==> config.mk <==
export PLATFORM = sky130hd
export DESIGN_NAME = apu_sdram_reader_flat
export DESIGN_NICKNAME = d
export VERILOG_FILES = /design/src/rtl/apu_sdram_reader_pkg.sv /design/src/rtl/apu_sdram_reader_if.sv /design/src/rtl/apu_sdram_reader_fifo.sv /design/src/rtl/apu_sdram_reader.sv /design/src/flat_wrapper.sv
export SDC_FILE = /design/constraint.sdc
export NUM_CORES = 2
export LEC_CHECK = 0
export ABC_AREA = 0
export CAP_MARGIN = 20
export CORE_MARGIN = 3
export CORE_UTILIZATION = 47
export DETAILED_ROUTE_END_ITERATION = 6
export RECOVER_POWER = 100
export SETUP_SLACK_MARGIN = 0.1
export SYNTH_ARGS = -nofsm -noshare
export SYNTH_HDL_FRONTEND = slang
export SYNTH_HIERARCHICAL = 1
export SYNTH_SLANG_ARGS = --single-unit
==> constraint.sdc <==
create_clock -name clk -period 7.4 [get_ports clk]
set_input_delay 1.48 -clock clk [delete_from_list [all_inputs] [get_ports clk]]
set_output_delay 1.48 -clock clk [all_outputs]
set_load 0.03 [all_outputs]
==> src/rtl/apu_sdram_reader_pkg.sv <==
// Shared defaults, control-word layout and FSM encoding for the APU SDRAM reader.
package apu_pkg;

  localparam int BURST_DEF       = 8;
  localparam int FIFO_DEPTH_DEF  = 32;

  localparam int CTRL_ENABLE_BIT = 0;
  localparam int CTRL_CLEAR_BIT  = 1;
  localparam int CTRL_LEN_LSB    = 16;
  localparam int CTRL_LEN_MSB    = 23;

  typedef enum logic [1:0] {
    IDLE      = 2'd0,
    ISSUE     = 2'd1,
    WAIT_DATA = 2'd2
  } apu_state_t;

  // A length code of zero encodes the maximum of 256 bursts.
  function automatic logic [8:0] burst_len(input logic [7:0] code);
    return (code == 8'd0) ? 9'd256 : {1'b0, code};
  endfunction

endpackage

==> src/rtl/apu_sdram_reader_if.sv <==
// Read-only Avalon-MM bus towards the HPS f2h_sdram0 port.
interface apu_sdram_reader_if;

  logic [28:0] sdram_address;
  logic [7:0]  sdram_burstcount;
  logic        sdram_read;
  logic        sdram_waitrequest;
  logic [63:0] sdram_readdata;
  logic        sdram_readdatavalid;

  modport master (
    output sdram_address, sdram_burstcount, sdram_read,
    input  sdram_waitrequest, sdram_readdata, sdram_readdatavalid
  );

  modport slave (
    input  sdram_address, sdram_burstcount, sdram_read,
    output sdram_waitrequest, sdram_readdata, sdram_readdatavalid
  );

endinterface

==> src/rtl/apu_sdram_reader_fifo.sv <==
// Synchronous 64-bit show-ahead FIFO; exposes its free-entry count for the burst space check.
module apu_sample_fifo #(
  parameter int DEPTH = 32
) (
  input  logic                     clk,
  input  logic                     rst,
  input  logic                     push,
  input  logic [63:0]              push_data,
  input  logic                     pop,
  output logic [63:0]              head_data,
  output logic                     empty,
  output logic [$clog2(DEPTH):0]   free
);

  localparam int AW = $clog2(DEPTH);

  logic [63:0]   mem_r [DEPTH];
  logic [AW-1:0] wr_ptr_r;
  logic [AW-1:0] rd_ptr_r;
  logic [AW:0]   count_r;
  logic          push_ok_s;
  logic          pop_ok_s;

  assign push_ok_s = push && (count_r != (AW+1)'(DEPTH));
  assign pop_ok_s  = pop && (count_r != '0);
  assign head_data = mem_r[rd_ptr_r];
  assign empty     = (count_r == '0);
  assign free      = (AW+1)'(DEPTH) - count_r;

  // Storage array, no reset needed since occupancy is tracked by count_r.
  always_ff @(posedge clk) begin
    if (push_ok_s) begin
      mem_r[wr_ptr_r] <= push_data;
    end
  end

  // Pointer and occupancy bookkeeping.
  always_ff @(posedge clk) begin
    if (rst) begin
      wr_ptr_r <= '0;
      rd_ptr_r <= '0;
      count_r  <= '0;
    end else begin
      if (push_ok_s) begin
        wr_ptr_r <= wr_ptr_r + {{(AW-1){1'b0}}, 1'b1};
      end
      if (pop_ok_s) begin
        rd_ptr_r <= rd_ptr_r + {{(AW-1){1'b0}}, 1'b1};
      end
      count_r <= count_r + {{AW{1'b0}}, push_ok_s} - {{AW{1'b0}}, pop_ok_s};
    end
  end

endmodule

==> src/rtl/apu_sdram_reader.sv <==
// Audio buffer fetch engine: bursts 64-bit PCM words from HPS SDRAM into a FIFO
// and hands them to the mixer one 16-bit sample per request.
module apu_sdram_reader
  import apu_pkg::*;
#(
  parameter int BURST      = BURST_DEF,
  parameter int FIFO_DEPTH = FIFO_DEPTH_DEF
) (
  input  logic                      clk,
  input  logic                      rst,
  input  logic                      apu_control_valid,
  input  logic [31:0]               apu_control_data,
  input  logic                      apu_buf_valid,
  input  logic [31:0]               apu_buf_data,
  apu_sdram_reader_if.master        sdram,
  input  logic                      sample_req,
  output logic [15:0]               sample_data,
  output logic                      sample_valid,
  output logic                      buf_done_irq,
  output logic                      underflow,
  output logic                      overrun,
  output logic                      busy
);

  localparam int FAW      = $clog2(FIFO_DEPTH);
  localparam int BURST_SH = $clog2(BURST);

  apu_state_t  state_r, next_state_s;

  logic        enable_r;
  logic [7:0]  len_code_r;
  logic [8:0]  cur_len_r;
  logic        clear_pend_r;
  logic        active_valid_r, pending_valid_r;
  logic [28:0] active_addr_r, pending_addr_r;
  logic [8:0]  burst_idx_r;
  logic [7:0]  beat_cnt_r;
  logic [28:0] addr_r;
  logic [1:0]  lane_r;
  logic [15:0] sample_data_r;
  logic        sample_valid_r, irq_r, underflow_r, overrun_r, busy_r;

  logic        issue_start_s, burst_end_s, buf_end_s;
  logic        act_valid_s, pend_valid_s, overrun_set_s;
  logic [28:0] act_addr_s, pend_addr_s, buf_word_s;
  logic        push_s, pop_s, fifo_empty_s;
  logic [63:0] fifo_head_s;
  logic [FAW:0] fifo_free_s;
  logic [15:0] lane_word_s;
  logic        unused_bits_s;

  assign buf_word_s    = apu_buf_data[31:3];
  assign unused_bits_s = ^{apu_control_data[31:24], apu_control_data[15:2], apu_buf_data[2:0]};

  assign push_s = (state_r == WAIT_DATA) && sdram.sdram_readdatavalid;
  assign pop_s  = sample_req && !fifo_empty_s && (lane_r == 2'd3);

  apu_sample_fifo #(.DEPTH(FIFO_DEPTH)) u_fifo (
    .clk       (clk),
    .rst       (rst),
    .push      (push_s),
    .push_data (sdram.sdram_readdata),
    .pop       (pop_s),
    .head_data (fifo_head_s),
    .empty     (fifo_empty_s),
    .free      (fifo_free_s)
  );

  // Dropping enable withdraws an unaccepted request in the same cycle.
  assign sdram.sdram_read       = (state_r == ISSUE) && enable_r;
  assign sdram.sdram_address    = addr_r;
  assign sdram.sdram_burstcount = 8'(BURST);

  assign sample_data  = sample_data_r;
  assign sample_valid = sample_valid_r;
  assign buf_done_irq = irq_r;
  assign underflow    = underflow_r;
  assign overrun      = overrun_r;
  assign busy         = busy_r;

  // FSM state register.
  always_ff @(posedge clk) begin
    if (rst) begin
      state_r <= IDLE;
    end else begin
      state_r <= next_state_s;
    end
  end

  // FSM next-state and burst/buffer completion decode.
  always_comb begin
    next_state_s  = state_r;
    issue_start_s = 1'b0;
    burst_end_s   = 1'b0;
    buf_end_s     = 1'b0;
    case (state_r)
      IDLE: begin
        if (enable_r && active_valid_r && (fifo_free_s >= (FAW+1)'(BURST))) begin
          next_state_s  = ISSUE;
          issue_start_s = 1'b1;
        end else begin
          next_state_s = IDLE;
        end
      end
      ISSUE: begin
        if (!enable_r) begin
          next_state_s = IDLE;
        end else if (!sdram.sdram_waitrequest) begin
          next_state_s = WAIT_DATA;
        end else begin
          next_state_s = ISSUE;
        end
      end
      WAIT_DATA: begin
        if (sdram.sdram_readdatavalid && (beat_cnt_r == 8'(BURST - 1))) begin
          next_state_s = IDLE;
          burst_end_s  = 1'b1;
          buf_end_s    = ((burst_idx_r + 9'd1) == cur_len_r);
        end else begin
          next_state_s = WAIT_DATA;
        end
      end
      default: next_state_s = IDLE;
    endcase
  end

  // Completion promotes pending first, so a simultaneous strobe lands in the freed slot.
  always_comb begin
    act_valid_s   = active_valid_r;
    act_addr_s    = active_addr_r;
    pend_valid_s  = pending_valid_r;
    pend_addr_s   = pending_addr_r;
    overrun_set_s = 1'b0;
    if (buf_end_s) begin
      if (pending_valid_r) begin
        act_addr_s   = pending_addr_r;
        pend_valid_s = 1'b0;
      end else begin
        act_valid_s = 1'b0;
      end
    end else begin
      act_valid_s = active_valid_r;
    end
    if (apu_buf_valid) begin
      if (!act_valid_s) begin
        act_valid_s = 1'b1;
        act_addr_s  = buf_word_s;
      end else if (!pend_valid_s) begin
        pend_valid_s = 1'b1;
        pend_addr_s  = buf_word_s;
      end else begin
        pend_addr_s   = buf_word_s;
        overrun_set_s = 1'b1;
      end
    end else begin
      overrun_set_s = 1'b0;
    end
  end

  // Control registers, buffer slots and burst bookkeeping.
  always_ff @(posedge clk) begin
    if (rst) begin
      enable_r        <= 1'b0;
      len_code_r      <= 8'd0;
      cur_len_r       <= 9'd256;
      clear_pend_r    <= 1'b0;
      active_valid_r  <= 1'b0;
      active_addr_r   <= 29'd0;
      pending_valid_r <= 1'b0;
      pending_addr_r  <= 29'd0;
      burst_idx_r     <= 9'd0;
      beat_cnt_r      <= 8'd0;
      addr_r          <= 29'd0;
      irq_r           <= 1'b0;
      busy_r          <= 1'b0;
    end else begin
      if (apu_control_valid) begin
        enable_r   <= apu_control_data[CTRL_ENABLE_BIT];
        len_code_r <= apu_control_data[CTRL_LEN_MSB:CTRL_LEN_LSB];
      end
      clear_pend_r    <= apu_control_valid && apu_control_data[CTRL_CLEAR_BIT];
      active_valid_r  <= act_valid_s;
      active_addr_r   <= act_addr_s;
      pending_valid_r <= pend_valid_s;
      pending_addr_r  <= pend_addr_s;
      // Length is frozen when a buffer's first burst is launched.
      if (issue_start_s) begin
        addr_r <= active_addr_r + (29'(burst_idx_r) << BURST_SH);
        if (burst_idx_r == 9'd0) begin
          cur_len_r <= burst_len(len_code_r);
        end
      end
      if (push_s) begin
        beat_cnt_r <= burst_end_s ? 8'd0 : beat_cnt_r + 8'd1;
      end
      if (burst_end_s) begin
        burst_idx_r <= buf_end_s ? 9'd0 : burst_idx_r + 9'd1;
      end
      irq_r  <= buf_end_s;
      busy_r <= act_valid_s || (next_state_s != IDLE);
    end
  end

  // Lane multiplexer for the word at the FIFO head.
  always_comb begin
    lane_word_s = 16'd0;
    case (lane_r)
      2'd0:    lane_word_s = fifo_head_s[15:0];
      2'd1:    lane_word_s = fifo_head_s[31:16];
      2'd2:    lane_word_s = fifo_head_s[47:32];
      2'd3:    lane_word_s = fifo_head_s[63:48];
      default: lane_word_s = 16'd0;
    endcase
  end

  // Sample delivery; an empty FIFO answers with silence and leaves the lane alone.
  always_ff @(posedge clk) begin
    if (rst) begin
      lane_r         <= 2'd0;
      sample_data_r  <= 16'd0;
      sample_valid_r <= 1'b0;
    end else begin
      sample_valid_r <= sample_req;
      if (sample_req) begin
        if (!fifo_empty_s) begin
          sample_data_r <= lane_word_s;
          lane_r        <= lane_r + 2'd1;
        end else begin
          sample_data_r <= 16'd0;
        end
      end
    end
  end

  // Sticky status; a new event in the clearing cycle wins over the clear.
  always_ff @(posedge clk) begin
    if (rst) begin
      underflow_r <= 1'b0;
      overrun_r   <= 1'b0;
    end else begin
      if (sample_req && fifo_empty_s) begin
        underflow_r <= 1'b1;
      end else if (clear_pend_r) begin
        underflow_r <= 1'b0;
      end
      if (overrun_set_s) begin
        overrun_r <= 1'b1;
      end else if (clear_pend_r) begin
        overrun_r <= 1'b0;
      end
    end
  end

endmodule

==> src/flat_wrapper.sv <==
// flat-port wrapper written by rule: the top's interface ports become plain ports
module apu_sdram_reader_flat import apu_pkg::*;
#(
  parameter int BURST      = BURST_DEF,
  parameter int FIFO_DEPTH = FIFO_DEPTH_DEF
)
  (clk, rst, apu_control_valid, apu_control_data, apu_buf_valid, apu_buf_data, sample_req, sample_data, sample_valid, buf_done_irq, underflow, overrun, busy, sdram_sdram_address, sdram_sdram_burstcount, sdram_sdram_read, sdram_sdram_waitrequest, sdram_sdram_readdata, sdram_sdram_readdatavalid);
  apu_sdram_reader_if sdram_i ();
  input  logic clk;
  input  logic rst;
  input  logic apu_control_valid;
  input  logic [31:0] apu_control_data;
  input  logic apu_buf_valid;
  input  logic [31:0] apu_buf_data;
  input  logic sample_req;
  output logic [15:0] sample_data;
  output logic sample_valid;
  output logic buf_done_irq;
  output logic underflow;
  output logic overrun;
  output logic busy;
  output wire logic [$bits(sdram_i.sdram_address)-1:0] sdram_sdram_address;
  output wire logic [$bits(sdram_i.sdram_burstcount)-1:0] sdram_sdram_burstcount;
  output wire logic [$bits(sdram_i.sdram_read)-1:0] sdram_sdram_read;
  input wire logic [$bits(sdram_i.sdram_waitrequest)-1:0] sdram_sdram_waitrequest;
  input wire logic [$bits(sdram_i.sdram_readdata)-1:0] sdram_sdram_readdata;
  input wire logic [$bits(sdram_i.sdram_readdatavalid)-1:0] sdram_sdram_readdatavalid;
  assign sdram_sdram_address = sdram_i.sdram_address;
  assign sdram_sdram_burstcount = sdram_i.sdram_burstcount;
  assign sdram_sdram_read = sdram_i.sdram_read;
  assign sdram_i.sdram_waitrequest = sdram_sdram_waitrequest;
  assign sdram_i.sdram_readdata = sdram_sdram_readdata;
  assign sdram_i.sdram_readdatavalid = sdram_sdram_readdatavalid;
  apu_sdram_reader #(.BURST(BURST), .FIFO_DEPTH(FIFO_DEPTH)) u_core (.clk(clk), .rst(rst), .apu_control_valid(apu_control_valid), .apu_control_data(apu_control_data), .apu_buf_valid(apu_buf_valid), .apu_buf_data(apu_buf_data), .sdram(sdram_i), .sample_req(sample_req), .sample_data(sample_data), .sample_valid(sample_valid), .buf_done_irq(buf_done_irq), .underflow(underflow), .overrun(overrun), .busy(busy));
endmodule
After elaboration in Yosys (flattened, before gate mapping). Memory sizes are Yosys's and may differ from the RTL's. A register that Yosys moved wholly into a read port is not among the register bits. Cells that the tools add are included.

Add/sub/neg operators: 9. $lt $le $gt $ge: 1. Equality and inequality tests: 8. Mux-type cells: 36. Bitwise operators: 1. Reduce and logical (&&, ||, !) cells: 25.

Operator list (count): two-way mux 29 bit (4); one-hot mux 16 bit (4 select lines) (1); adder 29 x 12 -> 29 bit (1); two-way mux 1 bit (21); two-way mux 9 bit (2); two-way mux 16 bit (1); logical AND 1 bit (11); adder 5 x 1 -> 5 bit (second input constant) (2); two-way mux 5 bit (2); adder 9 x 1 -> 9 bit (second input constant) (1); equality test 9 bit (1); logical NOT 9 bit (1); adder 8 x 1 -> 8 bit (second input constant) (1); equality test 8 x 3 -> 1 bit (second input constant) (1); logical NOT 8 bit (1); two-way mux 8 bit (1); adder 6 x 1 -> 6 bit (1); equality test 2 bit (second input constant) (3); greater-or-equal comparator 6 x 4 -> 1 bit (second input constant) (1); logical NOT 6 bit (1); two-way mux 2 bit (3); != test 6 bit (second input constant) (1); one-hot mux 2 bit (3 select lines) (1); AND reduction 2 bit (3); 10 further kinds (14).

Register bits: 166. Bits in writable memories: 2048. Input port bits: 135. Output and inout port bits: 59. Word-level logic and storage cells: 103. Memories kept: 1.

Memory list: u_core.u_fifo.mem_r (depth 32, width 64, read ports 1, clocked after Yosys merged registers in 1, wr ports 1, RTL line apu_sdram_reader_fifo.sv:17) `logic [63:0] mem_r [DEPTH];`.

Logic depth before layout (Yosys ltp).
Depth after elaboration: 9. Depth in mapped cells: 18.

By module. Netlist, hierarchy kept.

Modules (own cells, without submodules): apu_sample_fifo (times used 1, cells each 3836, area an instance 79289.8 µm²); apu_sdram_reader (times used 1, cells each 840, area an instance 7479.7 µm²).

Worst setup path before layout. No wires, ideal clock.

Path kind: input -> register. Start: in sdram_sdram_readdatavalid. End: mem u_core.u_fifo.mem_r[29][0], enable pin. Library setup time: 0.487 ns. Arrival: 4.906 ns. Required time: 6.913 ns. Slack: 2.008 ns. Stages on the path: 6. Path buffers: 1. Cells stage by stage: nand2_1 inv_1 and2_1 clkbuf_1 nand2_1 nor2_1.

Longest elaborated chain between the ends: 4.

Ends and longest elaborated chain: from (decl) (RTL line flat_wrapper.sv:27) `input wire logic [$bits(sdram_i.sdram_readdatavalid)-1:0] sdram_sdram_readdatavalid;`; logical AND 1 bit (RTL line apu_sdram_reader.sv:55) `assign push_s = (state_r == WAIT_DATA) && sdram.sdram_readdatavalid;`; net u_core.push_s (RTL line apu_sdram_reader.sv:46) `logic push_s, pop_s, fifo_empty_s;`; logical AND 1 bit (RTL line apu_sdram_reader_fifo.sv:24) `assign push_ok_s = push && (count_r != (AW+1)'(DEPTH));`; two-way mux 1 bit (RTL line apu_sdram_reader_fifo.sv:32) `if (push_ok_s) begin`; two-way mux 1 bit (not written as such) (RTL line apu_sdram_reader_fifo.sv:33) `mem_r[wr_ptr_r] <= push_data;`; to (decl) (RTL line apu_sdram_reader_fifo.sv:17).

The timed path passes the listed nets, and every way through them passes these cells.

Final worst setup path.
Start: in sdram_sdram_readdatavalid. End: mem u_core.u_fifo.mem_r[28][55], enable pin.

The elaborated chain is that of the path after synthesis.

==> results.cfg <==
[status]
status = complete, but fails checks
violations = max-capacitance violations, max-slew violations

[clocking]
postCtsSetupBuffers = 0
cts_tree = done
cts_hold_buf = 0
post_cts_resized = 0
htreeDepth = 4
cts_buffer_depth = 3
insertion_delay_ns = 0.87
cts.clk_slew.worst_paths_ns = 0.06
cts.sinks = 2219
clock-root-buffer = clkbuf_16
cts_inserted_buffers = 225

[detailed_routing]
wirelength_mm = 220
drt_iter0_drc = 4948
vias = 45400
wl_per_cell_um = 29.0
postRouteAntennaNets = 0
first_pass_iters = 5
drc = 0
via_per_inst = 5.98

[timing]
skew_ns = 0.0374
hold_viol_final = 0
finalSetupViolations = 0
period_share = 0.781
slew_viol_final = 1228
rsz0062_at_grt = no
slew_headroom = -1.54
tightest_slew_ns = 3.81
setup_ws_ns = 1.62
setup_tns_ns = 0
timing.fmax_mhz = 173
finalCriticalPeriod_ns = 5.78

[setup_path]
cp-end-kind = flop
crit_start = sdram_sdram_readdatavalid
crit_required_ns = 7.84
path_class = input port to flop
path_max_fanout = 18
crit_arrival_ns = 6.22
worst_setup_path_start_kind = input port

[place]
place_hpwl_mm = 117
io_buffers = 160
gp_congestion = 0.769
post-place-ws_ns = 2.34

[grt]
grt_max_degree = 117
grt_usage = 0.230
overflow = 0
grt_pass1_wl_mm = 319
grt_pass1_vias = 44400
antenna_found_initial = 26

[power_and_ir_drop]
power.ir.vdd_worst_v = 0.000200
cellLeakagePower_nw = 29.4
p_per_area_mw_per_mm2 = 254

[synth]
syn-cell-area_mm2 = 0.0868
yosysWarnings = 6
avgSynthCellArea_um2 = 18.6
netlist_instances = 4674

[floorplan]
coreArea_mm2 = 0.183
ioPinCount = 194
die_area_mm2 = 0.190
dieHeight_um = 436
std_cell_rows = 157
die_x_um = 436
initial_core_util = 0.473

[min_path]
hp-start = u_core/sdram.sdram_address[6]
min-delay-path-class = flop to flop

[final_layout]
fin_util = 0.536
final_layout_size_suffix_gt1_frac = 0.143
syn2layout_area_growth_pct = 13.2
nets = 5105
layout_commonest_cell = edfxtp_1
final_cell_mix = edfxtp_1 (2048), mux2i_1 (565), a22oi_1 (285)

[flow_run]
drv_cap = 46
==> registers in the layout, summed over array words and instances, names as in the netlist, 2 cells and up, named ones only <==
| register | count |
|---|---|
| u_core/lane_r | 2 |
| u_core/len_code_r | 8 |
| u_core/u_fifo/mem_r | 2048 |
| u_core/u_fifo/rd_ptr_r | 5 |
| u_core/u_fifo/wr_ptr_r | 5 |
| u_core/sdram.sdram_address | 29 |
| u_core/sample_data | 16 |
| u_core/cur_len_r | 9 |
| u_core/u_fifo/count_r | 6 |
| u_core/beat_cnt_r | 8 |
| u_core/burst_idx_r | 9 |
| u_core/active_addr_r | 29 |
| u_core/pending_addr_r | 29 |
| u_core/state_r | 2 |
==> stage by stage <==
stage                     cells  power, W  instance area [µm²]  hold WS, ns
after global placement     7139    0.0144                91400        0.442
after global routing       7588    0.0257                98200        0.476
after CTS                  7552    0.0252                98500        0.453
after detailed placement   7139    0.0144                91400        0.445
final                      7590    0.0250                98200        0.450
after floorplan            4680    0.0141                86800        0.431
==> layout make-up <==
class,instances,area [µm²]
inverters,30,113
well taps,2464,3080
clock inverters,121,1140
diodes,5,12.5
repair buffers,307,2830
clock buffers,292,5920
multi-input cells,2152,20200
fillers,14400,85100
flip-flops and latches,2219,64900
==> final timing paths <==
path,to,slack [ns],depth (start not counted)
setup / recovery,u_core/u_fifo/mem_r[28][55],1.62,7
hold / removal,u_core/sdram.sdram_address[6],0.45,2
setup reg to reg,u_core/sample_data[8],1.92,9
hold reg to reg,u_core/sdram.sdram_address[6],0.45,2
==> power breakdown <==
part           switching (W)  internal [W]
logic               0.000264      0.000106
clock network        0.00477       0.00608
registers          0.0000269        0.0137
total                0.00506        0.0199
==> critical path: stages <==
cell and delay, ns:
dlygate4sd3_1 0.55, nand2_1 0.12, inv_1 0.23, and2_0 0.33
nand2_1 0.35, nor2_1 1.93, clkbuf_1 1.21
==> layer usage <==
layer	vias to the layer above	global-route usage	routed length, µm
met5	-	0	41
met4	6	0.0612	5540
met3	348	0.0371	14600
met2	1670	0.372	106000
met1	23900	0.326	93700
li1	19500	-	-
Power figures use the tool's default switching activity.
